**config.mk**
```make
export PLATFORM = sky130hd
export DESIGN_NAME = elink_downlink_writer
export DESIGN_NICKNAME = d
export VERILOG_FILES = /design/src/rtl/elink_downlink_writer.sv
export SDC_FILE = /design/constraint.sdc
export NUM_CORES = 1
export LEC_CHECK = 0
export ABC_CLOCK_PERIOD_IN_PS = 4450
export CORE_MARGIN = 2
export CORE_UTILIZATION = 55
export CTS_BUF_LIST = sky130_fd_sc_hd__clkbuf_4
export DETAILED_ROUTE_END_ITERATION = 7
export PLACE_DENSITY = 0.72
export RECOVER_POWER = 25
export SETUP_SLACK_MARGIN = 0.3
export SYNTH_ARGS = -nofsm -noshare
export SYNTH_HDL_FRONTEND = slang
export SYNTH_SLANG_ARGS = --single-unit
export TNS_END_PERCENT = 30
```
**constraint.sdc**
```tcl
create_clock -name clk -period 4.45 [get_ports clk]
set_input_delay 0.445 -clock clk [delete_from_list [all_inputs] [get_ports clk]]
set_output_delay 0.445 -clock clk [all_outputs]
set_load 0.02 [all_outputs]
```
**src/rtl/elink_downlink_writer.sv**
```systemverilog
// rtl/elink_downlink_writer.sv - buffers 76-bit core response frames and serializes them as SOP/10-byte/EOP e-link packets
module elink_downlink_writer #(
    parameter int         DEPTH    = 4,
    parameter logic [7:0] SOP_BYTE = 8'h3C,
    parameter logic [7:0] EOP_BYTE = 8'hDC
) (
    input  logic                         clk,
    input  logic                         rst,
    input  logic                         start_write_elink,
    input  logic [75:0]                  data_rec_uplink,
    output logic                         end_write_elink,
    output logic [7:0]                   tx_data,
    output logic                         tx_valid,
    input  logic                         tx_ready,
    output logic [$clog2(DEPTH+1)-1:0]   fifo_level,
    output logic                         busy,
    output logic [15:0]                  frame_count
);
    localparam int PW = $clog2(DEPTH);
    localparam int CW = $clog2(DEPTH + 1);

    localparam logic [1:0] ST_IDLE = 2'd0;
    localparam logic [1:0] ST_SOP  = 2'd1;
    localparam logic [1:0] ST_DATA = 2'd2;
    localparam logic [1:0] ST_EOP  = 2'd3;

    logic [75:0]   mem_q [DEPTH];
    logic [PW-1:0] wr_ptr_q, wr_ptr_d;
    logic [PW-1:0] rd_ptr_q, rd_ptr_d;
    logic [CW-1:0] count_q, count_d;
    logic          armed_q, armed_d;
    logic          ack_q, ack_d;
    logic [1:0]    state_q, state_d;
    logic [3:0]    bidx_q, bidx_d;
    logic [79:0]   shift_q, shift_d;
    logic [7:0]    tx_data_q, tx_data_d;
    logic          tx_valid_q, tx_valid_d;
    logic [15:0]   fcnt_q, fcnt_d;

    logic        push;
    logic        pop;
    logic        fifo_empty;
    logic        accept;
    logic [75:0] head;

    // Fullness is judged on the registered count, so a same-cycle pop never frees a slot early.
    assign push       = start_write_elink && armed_q && (count_q != CW'(DEPTH));
    assign fifo_empty = (count_q == '0);
    assign accept     = tx_valid_q && tx_ready;
    assign head       = mem_q[rd_ptr_q];

    always_comb begin
        armed_d = armed_q;
        if (push) begin
            armed_d = 1'b0;
        end else if (!start_write_elink) begin
            armed_d = 1'b1;
        end
        ack_d = push;
    end

    always_comb begin
        state_d    = state_q;
        bidx_d     = bidx_q;
        shift_d    = shift_q;
        tx_data_d  = tx_data_q;
        tx_valid_d = tx_valid_q;
        fcnt_d     = fcnt_q;
        pop        = 1'b0;
        case (state_q)
            ST_IDLE: begin
                if (!fifo_empty) begin
                    pop        = 1'b1;
                    shift_d    = {4'b0000, head};
                    state_d    = ST_SOP;
                    tx_data_d  = SOP_BYTE;
                    tx_valid_d = 1'b1;
                end
            end
            ST_SOP: begin
                if (accept) begin
                    state_d   = ST_DATA;
                    bidx_d    = 4'd0;
                    tx_data_d = shift_q[79:72];
                    shift_d   = {shift_q[71:0], 8'h00};
                end
            end
            ST_DATA: begin
                if (accept) begin
                    if (bidx_q == 4'd9) begin
                        state_d   = ST_EOP;
                        tx_data_d = EOP_BYTE;
                    end else begin
                        bidx_d    = bidx_q + 4'd1;
                        tx_data_d = shift_q[79:72];
                        shift_d   = {shift_q[71:0], 8'h00};
                    end
                end
            end
            ST_EOP: begin
                if (accept) begin
                    fcnt_d = fcnt_q + 16'd1;
                    // Chain straight into the next packet so queued frames leave with no idle byte slot.
                    if (!fifo_empty) begin
                        pop       = 1'b1;
                        shift_d   = {4'b0000, head};
                        state_d   = ST_SOP;
                        tx_data_d = SOP_BYTE;
                    end else begin
                        state_d    = ST_IDLE;
                        tx_valid_d = 1'b0;
                        tx_data_d  = 8'h00;
                    end
                end
            end
            default: begin
                state_d    = ST_IDLE;
                tx_valid_d = 1'b0;
                tx_data_d  = 8'h00;
            end
        endcase
    end

    always_comb begin
        wr_ptr_d = push ? wr_ptr_q + PW'(1) : wr_ptr_q;
        rd_ptr_d = pop  ? rd_ptr_q + PW'(1) : rd_ptr_q;
        count_d  = count_q;
        if (push && !pop) begin
            count_d = count_q + CW'(1);
        end else if (pop && !push) begin
            count_d = count_q - CW'(1);
        end
    end

    always_ff @(posedge clk) begin
        if (push) begin
            mem_q[wr_ptr_q] <= data_rec_uplink;
        end
    end

    always_ff @(posedge clk) begin
        if (rst) begin
            wr_ptr_q   <= '0;
            rd_ptr_q   <= '0;
            count_q    <= '0;
            armed_q    <= 1'b1;
            ack_q      <= 1'b0;
            state_q    <= ST_IDLE;
            bidx_q     <= 4'd0;
            shift_q    <= '0;
            tx_data_q  <= 8'h00;
            tx_valid_q <= 1'b0;
            fcnt_q     <= 16'd0;
        end else begin
            wr_ptr_q   <= wr_ptr_d;
            rd_ptr_q   <= rd_ptr_d;
            count_q    <= count_d;
            armed_q    <= armed_d;
            ack_q      <= ack_d;
            state_q    <= state_d;
            bidx_q     <= bidx_d;
            shift_q    <= shift_d;
            tx_data_q  <= tx_data_d;
            tx_valid_q <= tx_valid_d;
            fcnt_q     <= fcnt_d;
        end
    end

    assign end_write_elink = ack_q;
    assign tx_data         = tx_data_q;
    assign tx_valid        = tx_valid_q;
    assign fifo_level      = count_q;
    assign busy            = (state_q != ST_IDLE) || !fifo_empty;
    assign frame_count     = fcnt_q;
endmodule

```
==> results_tabular.tex <==
\begin{tabular}{lr}
\hline
Metric & Value \\
\hline
\multicolumn{2}{l}{\textbf{Logic synthesis}} \\
Synth Flop Type & edfxtp\_1 \\
Avg Cell Area, Syn & 16.7 um\^{}2 \\
Share of synthesized registers carrying an async set or reset & 0\% \\
Part of the Yosys area used for sequential elements & 69.7\% \\
Cell count after synthesis & 992 \\
Post-synthesis register bit count & 426 \\
Largest area contributor in the synthesized netlist & edfxtp\_1 \\
Number of enable-type register cells in the synthesized netlist & 304 \\
Cell area after synthesis & 16,600 um\^{}2 \\
Xor and xnor fraction of the mapped netlist area & 0.791\% \\
Count of distinct cell types in the synthesized netlist & 52 \\
Post-Synth Adder-Cell Area & 1.10\% \\
Syn\_nets & 1,086 \\
Library cell with the highest instance count after synthesis & edfxtp\_1 \\
Warnings, synthesis & 0 \\
Fraction of the mapped netlist area in compound gates & 6.40\% \\
Multiplexer area fraction after synthesis & 14.7\% \\
Top cell type's share of synthesized area & 55.0\% \\
Biggest area contributors in the synthesized netlist & edfxtp\_1, dfxtp\_1, mux4\_2, mux2i\_1, a211oi\_2 \\
Largest family of logic cells by synthesized area & multiplexers \\
Simple-gate area share of the yosys netlist & 5.25\% \\
Most frequent cells after synthesis & edfxtp\_1, dfxtp\_1, nor2\_1, mux4\_2, mux2i\_1 \\
\multicolumn{2}{l}{\textbf{Detailed routing}} \\
Routed via count & 9,219 \\
Post-DRT Antenna Nets & 0 \\
Residual DRC & 0 \\
WL final & 31,600 um \\
WL/cell & 19.3 um \\
Vias per cell & 5.61 \\
Number of DRC markers in iteration 0 & 583 \\
Number of detailed-route iterations in the first pass & 5 \\
\multicolumn{2}{l}{\textbf{Layout}} \\
Area grow syn2layout & 17.5\% \\
Final-stage net count & 1,254 \\
Number of standard cells in the layout, taps in and fillers out & 1,643 \\
Share of layout cells above drive strength 1 & 24.8\% \\
\multicolumn{2}{l}{\textbf{Timing}} \\
Shortest period the worst path allows & 2890 ps \\
Max-slew violations & 0 \\
Final setup TNS & 0 ps \\
Post-Route Skew & 39.3 ps \\
Final Hold Fails & 0 \\
Hold Slack & 147 ps \\
Maximum clock frequency & 0.346 GHz \\
Setup repair after global routing missed its margin & no \\
Worst max-slew margin expressed relative to the limit & 36.2\% \\
Final clock period utilization by the worst path & 65.0\% \\
Slew at the pin with the worst max-slew slack & 957 ps \\
Final number of setup-violating endpoints & 0 \\
\multicolumn{2}{l}{\textbf{Clock tree}} \\
Level count of the clock H-tree & 3 \\
Clock latency at the later pin of the worst-skew pair & 730 ps \\
Clk slew on worst S/H paths & 60 ps \\
Root Driver & clkbuf\_4 \\
\# resized after CTS & 0 \\
Number of sinks on the clock net & 426 \\
Post-CTS Hold Buffers & 0 \\
Max clock buf depth & 3 \\
Clock tree from TritonCTS & built \\
Number of clock buffers inserted by TritonCTS & 105 \\
Buffers inserted during post-CTS setup optimization & 0 \\
\multicolumn{2}{l}{\textbf{Floorplanning}} \\
Initial core utilization & 55.9\% \\
Core Area & 29,700 um\^{}2 \\
Horizontal extent of the die & 178 um \\
Area of the die & 31,600 um\^{}2 \\
Site Rows & 63 \\
Die Span Y & 178 um \\
Number of primary I/O pins & 110 \\
\multicolumn{2}{l}{\textbf{Pwr}} \\
Leakage & 6.49 nW \\
IR drop worst, VDD & 844 uV \\
Ratio of total power to cell area & 636 nW/um\^{}2 \\
Total chip power & 12.4 mW \\
\multicolumn{2}{l}{\textbf{Setup path}} \\
Worst Setup End Kind & output port \\
Crit path DAT & 2450 ps \\
Worst r2r path cells & 7 \\
Worst Path Class, Setup & flip-flop to output port \\
Critical path launch point type & flip-flop \\
Maximum net fanout on the critical path & 5 \\
Worst endpoint required time & 4010 ps \\
\multicolumn{2}{l}{\textbf{Global routing}} \\
GRT overflow & 0 \\
Global Route Usage Sum & 20.7\% \\
Number of antenna violations at the first check in global routing & 2 \\
Pin count of the biggest net entering global routing & 149 \\
Vias in the first global route & 9,477 \\
First-pass GRT wire length & 50,200 um \\
\multicolumn{2}{l}{\textbf{Outcome}} \\
Outcome & complete, no violations \\
\multicolumn{2}{l}{\textbf{Min path}} \\
Number of cells traversed by the worst hold path & 2 \\
Kind of path behind the tightest hold check & input pin to flip-flop \\
\multicolumn{2}{l}{\textbf{Place}} \\
Total half-perimeter wirelength after legalization and detailed placement & 18,800 um \\
Cell Count Post-Placement & 1,443 \\
Final weighted congestion of routability-driven global placement & 0.779 \\
Port Buffer Count & 109 \\
\multicolumn{2}{l}{\textbf{Run}} \\
Reported max-cap violation count & 0 \\
\hline
\end{tabular}
-- cell type report --
class	instances	area, um^2
Antenna cell	1	2.50
Clock buffer	167	1250
Clock inverter	32	176
Fill cell	2137	10200
Inverter	11	41.3
Multi-Input combinational cell	493	4710
Sequential cell	426	11600
Tap cell	390	488
Timing Repair Buffer	123	1260
-- routing by layer --
metal,track usage [%],wire [um]
met3,5.12,1730
met1,27.6,13700
met5,0,8
met2,33.8,15600
met4,6.76,520
-- cells by family after synthesis --
family / count (synthesis)
adder cells (fa/ha/maj): 14
multiplexers: 148
AO/OA/AOI/OAI: 128
buffers and inverters: 73
flip-flops: 426
XOR/XNOR: 15
AND/OR/NAND/NOR: 188
-- through the flow --
step / setup WS [ps] / utilization [%] / area (um^2)
3_3_place_gp: 1450 / 60.8 / 18100
2_1_floorplan: 1100 / - / 16600
5_1_grt: 1410 / 65.6 / 19500
4_1_cts: 1500 / 65.6 / 19500
6_report: 1560 / 65.6 / 19500
3_5_place_dp: 1460 / 60.8 / 18100
-- critical path, cell delays in order (launching register included) --
cell and delay, ps:
dfxtp_1 350, inv_1 160, ha_4 180, or4b_1 480, clkdlybuf4s50_1 580
-- cell usage in the layout (no fill, tap or decap), types with 5 or more instances in the layout --
| cell type | n |
|---|---|
| edfxtp_1 | 304 |
| clkbuf_4 | 167 |
| dfxtp_1 | 120 |
| nor2_1 | 100 |
| mux4_2 | 76 |
| mux2i_1 | 71 |
| clkdlybuf4s50_1 | 56 |
| dlygate4sd3_1 | 52 |
| a211oi_1 | 37 |
| a211oi_2 | 36 |
| a21oi_1 | 29 |
| nand2_1 | 26 |
| clkinv_1 | 24 |
| nand3_1 | 13 |
| ha_1 | 12 |
| inv_1 | 11 |
| buf_4 | 10 |
| nand3b_1 | 9 |
| xnor2_1 | 8 |
| xor2_1 | 7 |
| or3_1 | 6 |
| nor4_1 | 5 |
| o21ai_0 | 5 |
| nor2b_1 | 5 |
| buf_12 | 5 |
-- sequential cells by signal, indices dropped and copies added, names as in the netlist, named ones only --
name / count
bidx_q: 4
state_q: 2
wr_ptr_q: 2
frame_count: 16
tx_valid: 1
shift_q: 80
mem_q: 304
armed_q: 1
rd_ptr_q: 2
tx_data: 8
fifo_level: 3
end_write_elink: 1
-- where the power goes --
part / switching [mW] / leakage, nW / total (mW) / internal, mW
Sequential: 0.364 / 3.78 / 5.21 / 4.84
Clock: 1.50 / 0.833 / 3.27 / 1.77
Combinational: 2.25 / 1.88 / 3.93 / 1.67
-- worst paths after layout --
path                                start                           end  slack [ps]
setup / recovery  state_q[0]$_SDFFE_PP0P_                          busy        1560
hold / removal                        rst  frame_count[11]$_SDFFE_PP0P_         150
setup reg to reg  state_q[0]$_SDFFE_PP0P_      shift_q[30]$_SDFFE_PP0P_        1710
hold reg to reg   tx_data[6]$_SDFFE_PP0P_       tx_data[6]$_SDFFE_PP0P_         460
Note: power is estimated with default switching activity, not from simulation.
